### src/rtl/eth_cmd_parser.sv
// eth_cmd_parser: filters RX command frames by dst MAC/EtherType and releases a decoded command after a clean frame end
//   clk125, reset         : clock, async active-high reset
//   rx_tdata/tvalid/tready/tlast/tuser : AXI-stream byte input from the MAC (tuser = frame error on tlast)
//   cmd, address, value   : committed command, held until ready4cmd
//   peer_mac              : source MAC of the last accepted command frame
//   good_cnt, drop_cnt    : accepted / discarded frame counters (wrapping)
module eth_cmd_parser #(
  parameter logic [47:0] MY_MAC    = 48'h02_00_00_00_00_01,
  parameter logic [15:0] ETHERTYPE = 16'h88B5
) (
  input  logic        clk125,
  input  logic        reset,
  input  logic [7:0]  rx_tdata,
  input  logic        rx_tvalid,
  output logic        rx_tready,
  input  logic        rx_tlast,
  input  logic        rx_tuser,
  output logic [2:0]  cmd,
  output logic [31:0] address,
  output logic [31:0] value,
  input  logic        ready4cmd,
  output logic [47:0] peer_mac,
  output logic [15:0] good_cnt,
  output logic [15:0] drop_cnt
);
  typedef enum logic [1:0] {RX, DROP, PEND} state_t;
  state_t state;
  logic [4:0] cnt;
  logic [2:0] sh_cmd;
  logic [31:0] sh_addr, sh_val;
  logic [47:0] sh_src;
  logic beat, bad;
  logic [7:0] dst_b, type_b;
  always_comb begin
    beat = rx_tvalid & rx_tready;
    dst_b = cnt == 5'd0 ? MY_MAC[47:40] : cnt == 5'd1 ? MY_MAC[39:32] : cnt == 5'd2 ? MY_MAC[31:24] :
            cnt == 5'd3 ? MY_MAC[23:16] : cnt == 5'd4 ? MY_MAC[15:8] : MY_MAC[7:0];
    type_b = cnt[0] ? ETHERTYPE[7:0] : ETHERTYPE[15:8];
    bad = (cnt < 5'd6 && rx_tdata != dst_b && rx_tdata != 8'hFF) ||
          ((cnt == 5'd12 || cnt == 5'd13) && rx_tdata != type_b) ||
          (cnt == 5'd14 && (rx_tdata[2:0] == 3'd0 || rx_tdata[2]));
  end
  always_ff @(posedge clk125 or posedge reset) begin
    if (reset) begin
      state <= RX;
      cnt <= '0;
      rx_tready <= 1'b1;
      cmd <= '0;
      address <= '0;
      value <= '0;
      peer_mac <= '0;
      good_cnt <= '0;
      drop_cnt <= '0;
      sh_cmd <= '0;
      sh_addr <= '0;
      sh_val <= '0;
      sh_src <= '0;
    end else begin
      if (beat) begin
        cnt <= rx_tlast ? 5'd0 : (cnt == 5'd26 ? cnt : cnt + 5'd1);
        if (cnt >= 5'd6 && cnt <= 5'd11) sh_src <= {sh_src[39:0], rx_tdata};
        if (cnt == 5'd14) sh_cmd <= rx_tdata[2:0];
        if (cnt >= 5'd18 && cnt <= 5'd21) sh_addr <= {sh_addr[23:0], rx_tdata};
        if (cnt >= 5'd22 && cnt <= 5'd25) sh_val <= {sh_val[23:0], rx_tdata};
      end
      case (state)
        RX: if (beat) begin
          if (rx_tlast && (bad || rx_tuser || cnt < 5'd25)) drop_cnt <= drop_cnt + 16'd1;
          else if (rx_tlast) begin
            // a 26-byte frame ends on the last value byte, which is not yet in the shadow
            cmd <= sh_cmd;
            address <= sh_addr;
            value <= cnt == 5'd25 ? {sh_val[23:0], rx_tdata} : sh_val;
            peer_mac <= sh_src;
            good_cnt <= good_cnt + 16'd1;
            rx_tready <= 1'b0;
            state <= PEND;
          end else if (bad) state <= DROP;
        end
        DROP: if (beat && rx_tlast) begin
          drop_cnt <= drop_cnt + 16'd1;
          state <= RX;
        end
        PEND: if (ready4cmd) begin
          cmd <= '0;
          rx_tready <= 1'b1;
          state <= RX;
        end
        default: state <= RX;
      endcase
    end
  end
endmodule
### config.mk
export PLATFORM = sky130hd
export DESIGN_NAME = eth_cmd_parser
export DESIGN_NICKNAME = d
export VERILOG_FILES = /design/src/rtl/eth_cmd_parser.sv
export SDC_FILE = /design/constraint.sdc
export NUM_CORES = 1
export LEC_CHECK = 0
export BUFFER_PORTS_ARGS = -buffer_cell sky130_fd_sc_hd__buf_4
export CAP_MARGIN = 25
export CORE_AREA = 5 5 157 219
export DETAILED_ROUTE_END_ITERATION = 7
export DIE_AREA = 0 0 162 224
export GPL_ROUTABILITY_DRIVEN = 0
export PLACE_DENSITY = 0.53
export RECOVER_POWER = 100
export SETUP_SLACK_MARGIN = 0.3
export SLEW_MARGIN = 5
export SYNTH_ARGS = -nofsm -noshare
export SYNTH_HDL_FRONTEND = slang
export SYNTH_SLANG_ARGS = --single-unit
### constraint.sdc
create_clock -name clk125 -period 28.3 [get_ports clk125]
set_clock_uncertainty 0.05 [all_clocks]
set_input_delay 5.66 -clock clk125 [delete_from_list [all_inputs] [get_ports clk125]]
set_output_delay 5.66 -clock clk125 [all_outputs]
set_load 0.1 [all_outputs]
## After elaboration in Yosys (flattened, before gate mapping)

Index checks and enable logic that the tools add are counted.

| cells by class | value |
|---|---|
| add/sub/neg operators | 3 |
| $lt $le $gt $ge | 8 |
| equal/unequal tests | 22 |
| multiplexer cells | 30 |
| bitwise logic cells | 2 |
| reductions and logical operators | 29 |

Operator list:

| operator | count |
|---|---|
| $mux 16 | 3 |
| $add 16x1->16 const B | 2 |
| $mux 32 | 1 |
| $pmux 16 s2 | 1 |
| $eq 5x4->1 const B | 3 |
| $mux 2 | 7 |
| $ne 2x2->1 const B | 7 |
| $mux 3 | 4 |
| $eq 5x2->1 const B | 2 |
| $eq 5x5->1 const B | 2 |
| $ge 5x5->1 const B | 2 |
| $le 5x5->1 const B | 2 |
| $mux 5 | 2 |
| $reduce_and 2->1 | 5 |
| $reduce_and 5->1 | 2 |
| $logic_and 1x1->1 | 9 |
| $mux 1 | 8 |
| $ne 8x2->1 | 1 |
| $ne 8x8->1 | 1 |
| $ne 8x8->1 const B | 1 |
| $reduce_and 4->1 | 2 |
| $logic_or 1x1->1 | 6 |
| $mux 6 | 1 |
| $pmux 2 s3 | 1 |
| 18 further kinds | 19 |

| word-level totals | value |
|---|---|
| bits in registers | 270 |

## Depth between registers and ports, before layout

Gate-level depths: netlist (run 1).

| logic depth | value |
|---|---|
| depth after elaboration | 17 |
| depth in mapped cells | 8 |
| depth with buffers taken out | 6 |

## Worst setup path after synthesis (run 1)

No wires, ideal clock.

| path | value |
|---|---|
| path kind | input-to-reg |
| start | in rx_tuser |
| end | reg address[18] |
| data arrival time | 7.008 ns |
| setup slack | 21.116 ns |
| stages on the path | 5 |
| cell sequence | nand3b_1 -> nor4b_4 -> buf_2 -> buf_2 -> mux2_2 |

| on the way | value |
|---|---|
| word-level cells in the longest chain between the ends | 5 |

Ends and longest elaborated chain:

| what | RTL line | RTL |
|---|---|---|
| start, declared | 17 | `input logic rx_tuser,` |
| $logic_or 1x1->1 (2 in a row) | 68 | `if (rx_tlast && (bad \|\| rx_tuser \|\| cnt < 5'd25)) drop_cnt <= drop_cnt + 16'd1;` |
| $logic_and 1x1->1 | 68 |  |
| $not 1->1 (no line) | - |  |
| $reduce_and 4->1 (no line) | - |  |
| end signal, assigned | 72 | `address <= sh_addr;` |
| end, declared | 19 | `output logic [31:0] address,` |

No other way between the ends.
A chain may end at the register's enable or synchronous reset.

==> run_results.csv, run 1 <==
group,metric,value,unit
layout,fin_nets,972,
run_status,violations,"max-capacitance violations, max-slew violations",
floorplan,start_util,34.3,%
detailed_routing,wire_per_inst,17.8,µm
sta,hold_viol,0,
detailed_routing,via_count,6690,
layout,finish.instance_area,0.0130,mm²
setup_path,crit_slowest_cell,"clkinvlp_2",
sta,setup_viol,0,
clocking,clk_pin_slew,0.06,ns
yosys,syn_area,0.0110,mm²
setup_path,crit_top_cell,"clkbuf_1",
setup_path,path_class,"in -> async",
grt,grt_max_degree,121,
setup_path,timing.rr.end,"address[17]$_DFFE_PP0P_",
placement,place_area,0.0127,mm²
layout,instances_no_fill,1372,
sta,tightest_slew,5.43,ns
yosys,yosys_warnings,0,
clocking,root_buffer,"clkbuf_16",
yosys,synth_area_per_cell,13.9,µm²
sta,rsz0062_at_grt,"false",
yosys,synth_edf_count,0,
hold_path,min_from,"drop_cnt[15]$_DFFE_PP0P_",
yosys,ys_seq_elements,270,
detailed_routing,top_layer,"met4",
run,max_cap_violations,10,
sta,relSlewSlack,-264,%
clocking,cts.repair.resized,0,
layout,postLayoutCoreUtil,40.4,%
detailed_routing,final_antenna_net_count,0,
setup_path,crit_arrival,12.01,ns
run_status,status,"finished, violations left",
placement,hpwl,15900,µm
setup_path,ff2ff_setup_slack,23.02,ns
detailed_routing,remaining_drc_errors,0,
sta,period_share,43.4,%
floorplan,dieArea,0.0363,mm²
hold_path,hp-class,"reg -> reg",
placement,numPortBuffers,161,
yosys,netlist_instances,793,
layout,synthToLayoutAreaGrowth,17.8,%
yosys,synth.distinct_cells,49,
yosys,async_flop_share,100,%
setup_path,worstSetupStartpointType,"input pin",
floorplan,die_h,224,µm
hold_path,hold_depth,1,
floorplan,core,0.0322,mm²
grt,grt_pass1_vias,7064,
yosys,synthFlopType,"dfrtp_1",
yosys,ys_seq_area_share,61.2,%
setup_path,end_kind,"async pin",
sta,tns,0,ns
clocking,clkSinkCount,270,
detailed_routing,dr.pass1.iters,4,
floorplan,placementRows,78,
clocking,post_cts_buffers,0,
floorplan,die_w,162,µm
grt,grt.total_usage,13.5,%
detailed_routing,vias_per_cell,4.88,
detailed_routing,wl_met3,1210,µm
detailed_routing,wl_met1,10600,µm
layout,insertedDiodeCount,0,
pwr,finalPower,0.961,mW
sta,min_period,12.27,ns
clocking,htreeDepth,1,
detailed_routing,finalWirelength,24400,µm
yosys,syn-num-nets,813,
setup_path,cpPeakStageDelay,3.00,ns
pwr,power.density,73.9,mW/mm²
clocking,cts_made_buffers,28,
hold_path,hold_path_end,"drop_cnt[15]$_DFFE_PP0P_",
floorplan,num_io_pins,162,
sta,fmax,0.0815,GHz
grt,overflow,0,
clocking,clk_latency,0.55,ns
clocking,clk_path_buf_depth,3,
grt,grt_antenna_before_repair,0,
placement,dp.cells,1320,
setup_path,required,28.04,ns
detailed_routing,wl_met2,12100,µm
detailed_routing,drtIter0Drc,280,
clocking,cts_hold_buffers,0,
sta,slew_violations,549,
setup_path,r2r_cells,5,
setup_path,crit_chain,"clkbuf_4, clkinvlp_2, clkbuf_1, clkbuf_1",
clocking,cts_tree,"done",
pwr,peakVddDrop,0.0401,mV
setup_path,crit_path_max_fanout,120,
pwr,p_leak,6.38,nW
grt,grt_pass1_wl,39900,µm
setup_path,r2r-start,"cnt[2]$_DFFE_PP0P_",
layout,drive_gt1_share,26.4,%
[how the worst max path moves through the flow]
| stage | to | depth (start not counted) | slack, ns | from |
|---|---|---|---|---|
| 6_report | sh_addr[9]$_DFFE_PP0P_ | 4 | 16.03 | reset |
| 3_3_place_gp | address[28]$_DFFE_PP0P_ | 6 | 20.29 | rx_tuser |
| 3_5_place_dp | address[4]$_DFFE_PP0P_ | 6 | 20.29 | rx_tuser |
| 2_1_floorplan | address[0]$_DFFE_PP0P_ | 1 | 15.15 | reset |
| 5_1_grt | address[1]$_DFFE_PP0P_ | 4 | 14.40 | reset |
| 4_1_cts | address[11]$_DFFE_PP0P_ | 6 | 20.87 | rx_tuser |
[synthesized netlist by cell type, types with 3 or more instances]
cell,number,share of area [%]
nor4_1,6,0.34
mux2_2,196,20
and2_1,4,0.23
and3_1,11,0.62
nand3_1,15,0.68
nor3_1,6,0.27
o21ai_0,5,0.23
dfrtp_1,269,61
inv_1,9,0.31
clkbuf_1,10,0.34
nand2_1,22,0.75
ha_1,6,0.68
and4_1,5,0.40
xor2_1,8,0.63
or3_1,3,0.17
mux2i_1,36,3.3
xnor2_1,23,1.8
nand2b_1,3,0.17
nor2_1,41,1.4
nand4_1,13,0.74
buf_2,29,1.3
a21oi_1,36,1.6
[area by class of cell]
type                    count  area [µm²]
clock buffers              38         778
clock inverters            12         204
fillers                  3182       19200
inverters                   9        35.0
multi-input cells         471        4050
flip-flops and latches    270        6760
well taps                 400         500
repair buffers            172         687
[placed cells by master (no fill, tap or decap), types with 5 or more instances in the layout]
master,n
clkbuf_1,167
nand4_1,13
and3_1,11
and4_1,5
bufinv_16,5
nor3_1,6
ha_1,6
xnor2_1,23
mux2_2,196
buf_4,9
a21oi_1,36
nand3_1,15
nor4_1,6
clkbuf_16,28
inv_1,8
xor2_1,8
nor2_1,41
nand2_1,22
dfrtp_1,269
mux2i_1,36
[routing by layer]
layer | up-vias | GRT usage (%)
met2 | 120 | 22.7
li1 | 3159 | -
met1 | 3379 | 17.6
met5 | - | 0
met3 | 32 | 2.91
met4 | 0 | 4.04
[logic make-up (layout without fill, tap and decap cells)]
logic type	Yosys count	count (layout)	synth area share [%]
flip-flops	270	270	61.2
XOR/XNOR	31	31	2.46
AND/OR/NAND/NOR	141	141	6.83
multiplexers	232	232	23.3
buffers and inverters	52	231	2.16
AO/OA/AOI/OAI	61	61	3.39
adder cells (fa/ha/maj)	6	6	0.680
[flip-flops by register name, indices dropped and copies added, names as in the netlist]
signal	cells
drop_cnt	16
sh_val	32
value	32
rx_tready	1
sh_src	48
cmd	3
peer_mac	48
address	32
sh_cmd	3
state	2
good_cnt	16
sh_addr	32
cnt	5
[report_power, final]
group	internal [mW]	leakage (nW)	switching, mW
clock	0.238	0.471	0.152
combinational	0.0463	2.19	0.0758
sequential	0.416	3.72	0.0324
[through the flow]
step | hold slack, ns | setup slack [ns]
CTS | 0.428 | 20.87
floorplan | 0.424 | 15.15
finish | 0.424 | 16.03
detailed placement | 0.420 | 20.29
global placement | 0.414 | 20.29
global route | 0.441 | 14.40
[worst max-delay path: cells and delay by family]
family,cells,cell delay [ns]
buffers and inverters,4,6.25
Note: power is estimated with default switching activity, not from simulation.
==> inputs of run 2 (changes only) <==
- clock period: 28.3 -> 11.9 ns (I/O delays scaled with it)
==> run 2 against run 1 <==
  * The run still ends with max-capacitance violations, max-slew violations left
  * Sequential cell count unchanged
  * Worst hold slack got worse by 0.00093 ns
  * First-iteration DRC count increased by 18%
  * Cell count decreased by 0.36%
  * Non-clock buffer count unchanged
  * Clock power increased by 110%
  * Sequential share of layout area increased by 0.50 points
  * Sequential power increased by 140%
  * Largest cell class unchanged
  * Largest power group unchanged
  * Highest routed layer unchanged
==> run_results.csv, run 2 (synthesis results as in run 1) <==
group,metric,value,unit
run_status,status,"finished, violations left",
run_status,violations,"max-capacitance violations, max-slew violations",
run,max_cap_violations,8,
floorplan,num_io_pins,162,
sta,min_period,6.68,ns
hold_path,hold_path_end,"drop_cnt[15]$_DFFE_PP0P_",
placement,numPortBuffers,161,
grt,grt_max_degree,121,
floorplan,die_w,162,µm
hold_path,hold_depth,1,
placement,hpwl,16000,µm
clocking,clk_path_buf_depth,3,
sta,setup_viol,0,
setup_path,critPathBufInv,4,
grt,grt.total_usage,13.6,%
detailed_routing,final_antenna_net_count,0,
detailed_routing,remaining_drc_errors,0,
setup_path,crit_chain,"clkbuf_4, clkinvlp_2, clkbuf_1, buf_16",
grt,overflow,0,
detailed_routing,drtIter0Drc,329,
detailed_routing,finalWirelength,24700,µm
clocking,cts_made_buffers,27,
sta,tightest_slew,5.42,ns
detailed_routing,wire_per_inst,18.0,µm
floorplan,core,0.0322,mm²
clocking,clkSinkCount,270,
sta,hold_viol,0,
clocking,cts_tree,"done",
layout,instances_no_fill,1367,
clocking,post_cts_buffers,0,
pwr,finalPower,2.16,mW
floorplan,die_h,224,µm
detailed_routing,via_count,6677,
setup_path,path_delay_family,"buffers and inverters",
setup_path,end_kind,"async pin",
setup_path,timing.rr.end,"address[12]$_DFFE_PP0P_",
floorplan,dieArea,0.0363,mm²
pwr,power.density,168,mW/mm²
sta,slew_violations,428,
grt,grt_pass1_vias,7119,
clocking,clk_latency,0.54,ns
setup_path,crit_path_max_fanout,120,
layout,reg_top3,"peer_mac (48), sh_src (48)",
setup_path,cpPeakStageDelay,2.97,ns
detailed_routing,vias_per_cell,4.88,
pwr,p_leak,6.33,nW
clocking,cts.repair.resized,0,
setup_path,ff2ff_setup_slack,6.67,ns
detailed_routing,dr.pass1.iters,4,
setup_path,crit_arrival,7.29,ns
sta,tns,0,ns
clocking,root_buffer,"clkbuf_16",
layout,synthToLayoutAreaGrowth,16.7,%
setup_path,r2r_cells,5,
sta,period_share,56.2,%
layout,insertedDiodeCount,0,
sta,fmax,0.150,GHz
setup_path,required,12.51,ns
grt,grt_pass1_wl,40100,µm
setup_path,r2r-start,"cnt[3]$_DFFE_PP0P_",
placement,dp.cells,1320,
clocking,htreeDepth,1,
pwr,peakVddDrop,0.109,mV
floorplan,placementRows,78,
setup_path,crit_slowest_cell,"clkinvlp_2",
hold_path,min_from,"drop_cnt[15]$_DFFE_PP0P_",
layout,fin_nets,971,
sta,rsz0062_at_grt,"false",
layout,postLayoutCoreUtil,40.0,%
layout,mostFrequentLayoutCell,"dfrtp_1",
clocking,clk_pin_slew,0.06,ns
setup_path,path_class,"in -> async",
clocking,cts_hold_buffers,0,
hold_path,hp-class,"reg -> reg",
layout,drive_gt1_share,26.0,%
floorplan,start_util,34.3,%
layout,final_cell_mix,"269 x dfrtp_1, 196 x mux2_2, 168 x clkbuf_1",
sta,relSlewSlack,-264,%
grt,grt_antenna_before_repair,0,
setup_path,worstSetupStartpointType,"input pin",
setup_path,cp.depth,4,
## run 2: cell types whose count changed in the layout (fill, tap and decap cells not counted)
cell | previous run | this run
bufinv_16 | 5 | 1
clkinv_8 | 1 | 0
clkbuf_16 | 28 | 27
clkinvlp_4 | 3 | 0
clkinv_2 | 3 | 4
inv_6 | 0 | 1
clkbuf_8 | 4 | 3
buf_16 | 0 | 2
clkbuf_1 | 167 | 168
## run 2: worst max path at each step
stage | startpoint | endpoint
after global placement | rx_tuser | address[28]$_DFFE_PP0P_
after global routing | reset | rx_tready$_DFFE_PP1P_
after detailed placement | rx_tuser | address[22]$_DFFE_PP0P_
final | reset | rx_tready$_DFFE_PP1P_
after floorplan | reset | address[0]$_DFFE_PP0P_
after CTS | rx_tuser | address[14]$_DFFE_PP0P_
## run 2: routing by layer
metal | track usage, % | wire length [µm]
met4 | 3.63 | 413
met2 | 23.0 | 12300
met3 | 3.13 | 1300
met5 | 0 | 0
met1 | 17.5 | 10700
## run 2: area by class of cell
cell class / count / area, µm²
Inverter: 9 / 35.0
Clock inverter: 6 / 58.8
Clock buffer: 39 / 751
Multi-Input combinational cell: 471 / 4050
Sequential cell: 270 / 6760
Timing Repair Buffer: 172 / 734
Fill cell: 3149 / 19300
Tap cell: 400 / 500
## run 2: worst register-to-register path, stage by stage, from the launching register on
cell,delay (ns)
dfrtp_1,0.67
nand3b_1,0.23
nor4b_1,0.35
clkbuf_1,1.68
clkbuf_1,1.66
mux2_2,0.47
## run 2: where the power goes
group	total, mW	internal [mW]	leakage [nW]	switching, mW
Clock	0.803	0.456	0.399	0.347
Sequential	1.07	0.989	3.72	0.0774
Combinational	0.293	0.112	2.21	0.181
Total	2.16	1.56	6.33	0.605
## run 2: through the flow
stage	instance area, µm²	setup slack (ns)	hold WS, ns
finish	12900	5.22	0.423
global route	12900	4.20	0.451
CTS	13500	7.76	0.426
detailed placement	12700	7.18	0.417
global placement	12700	7.17	0.414
floorplan	11000	2.03	0.424
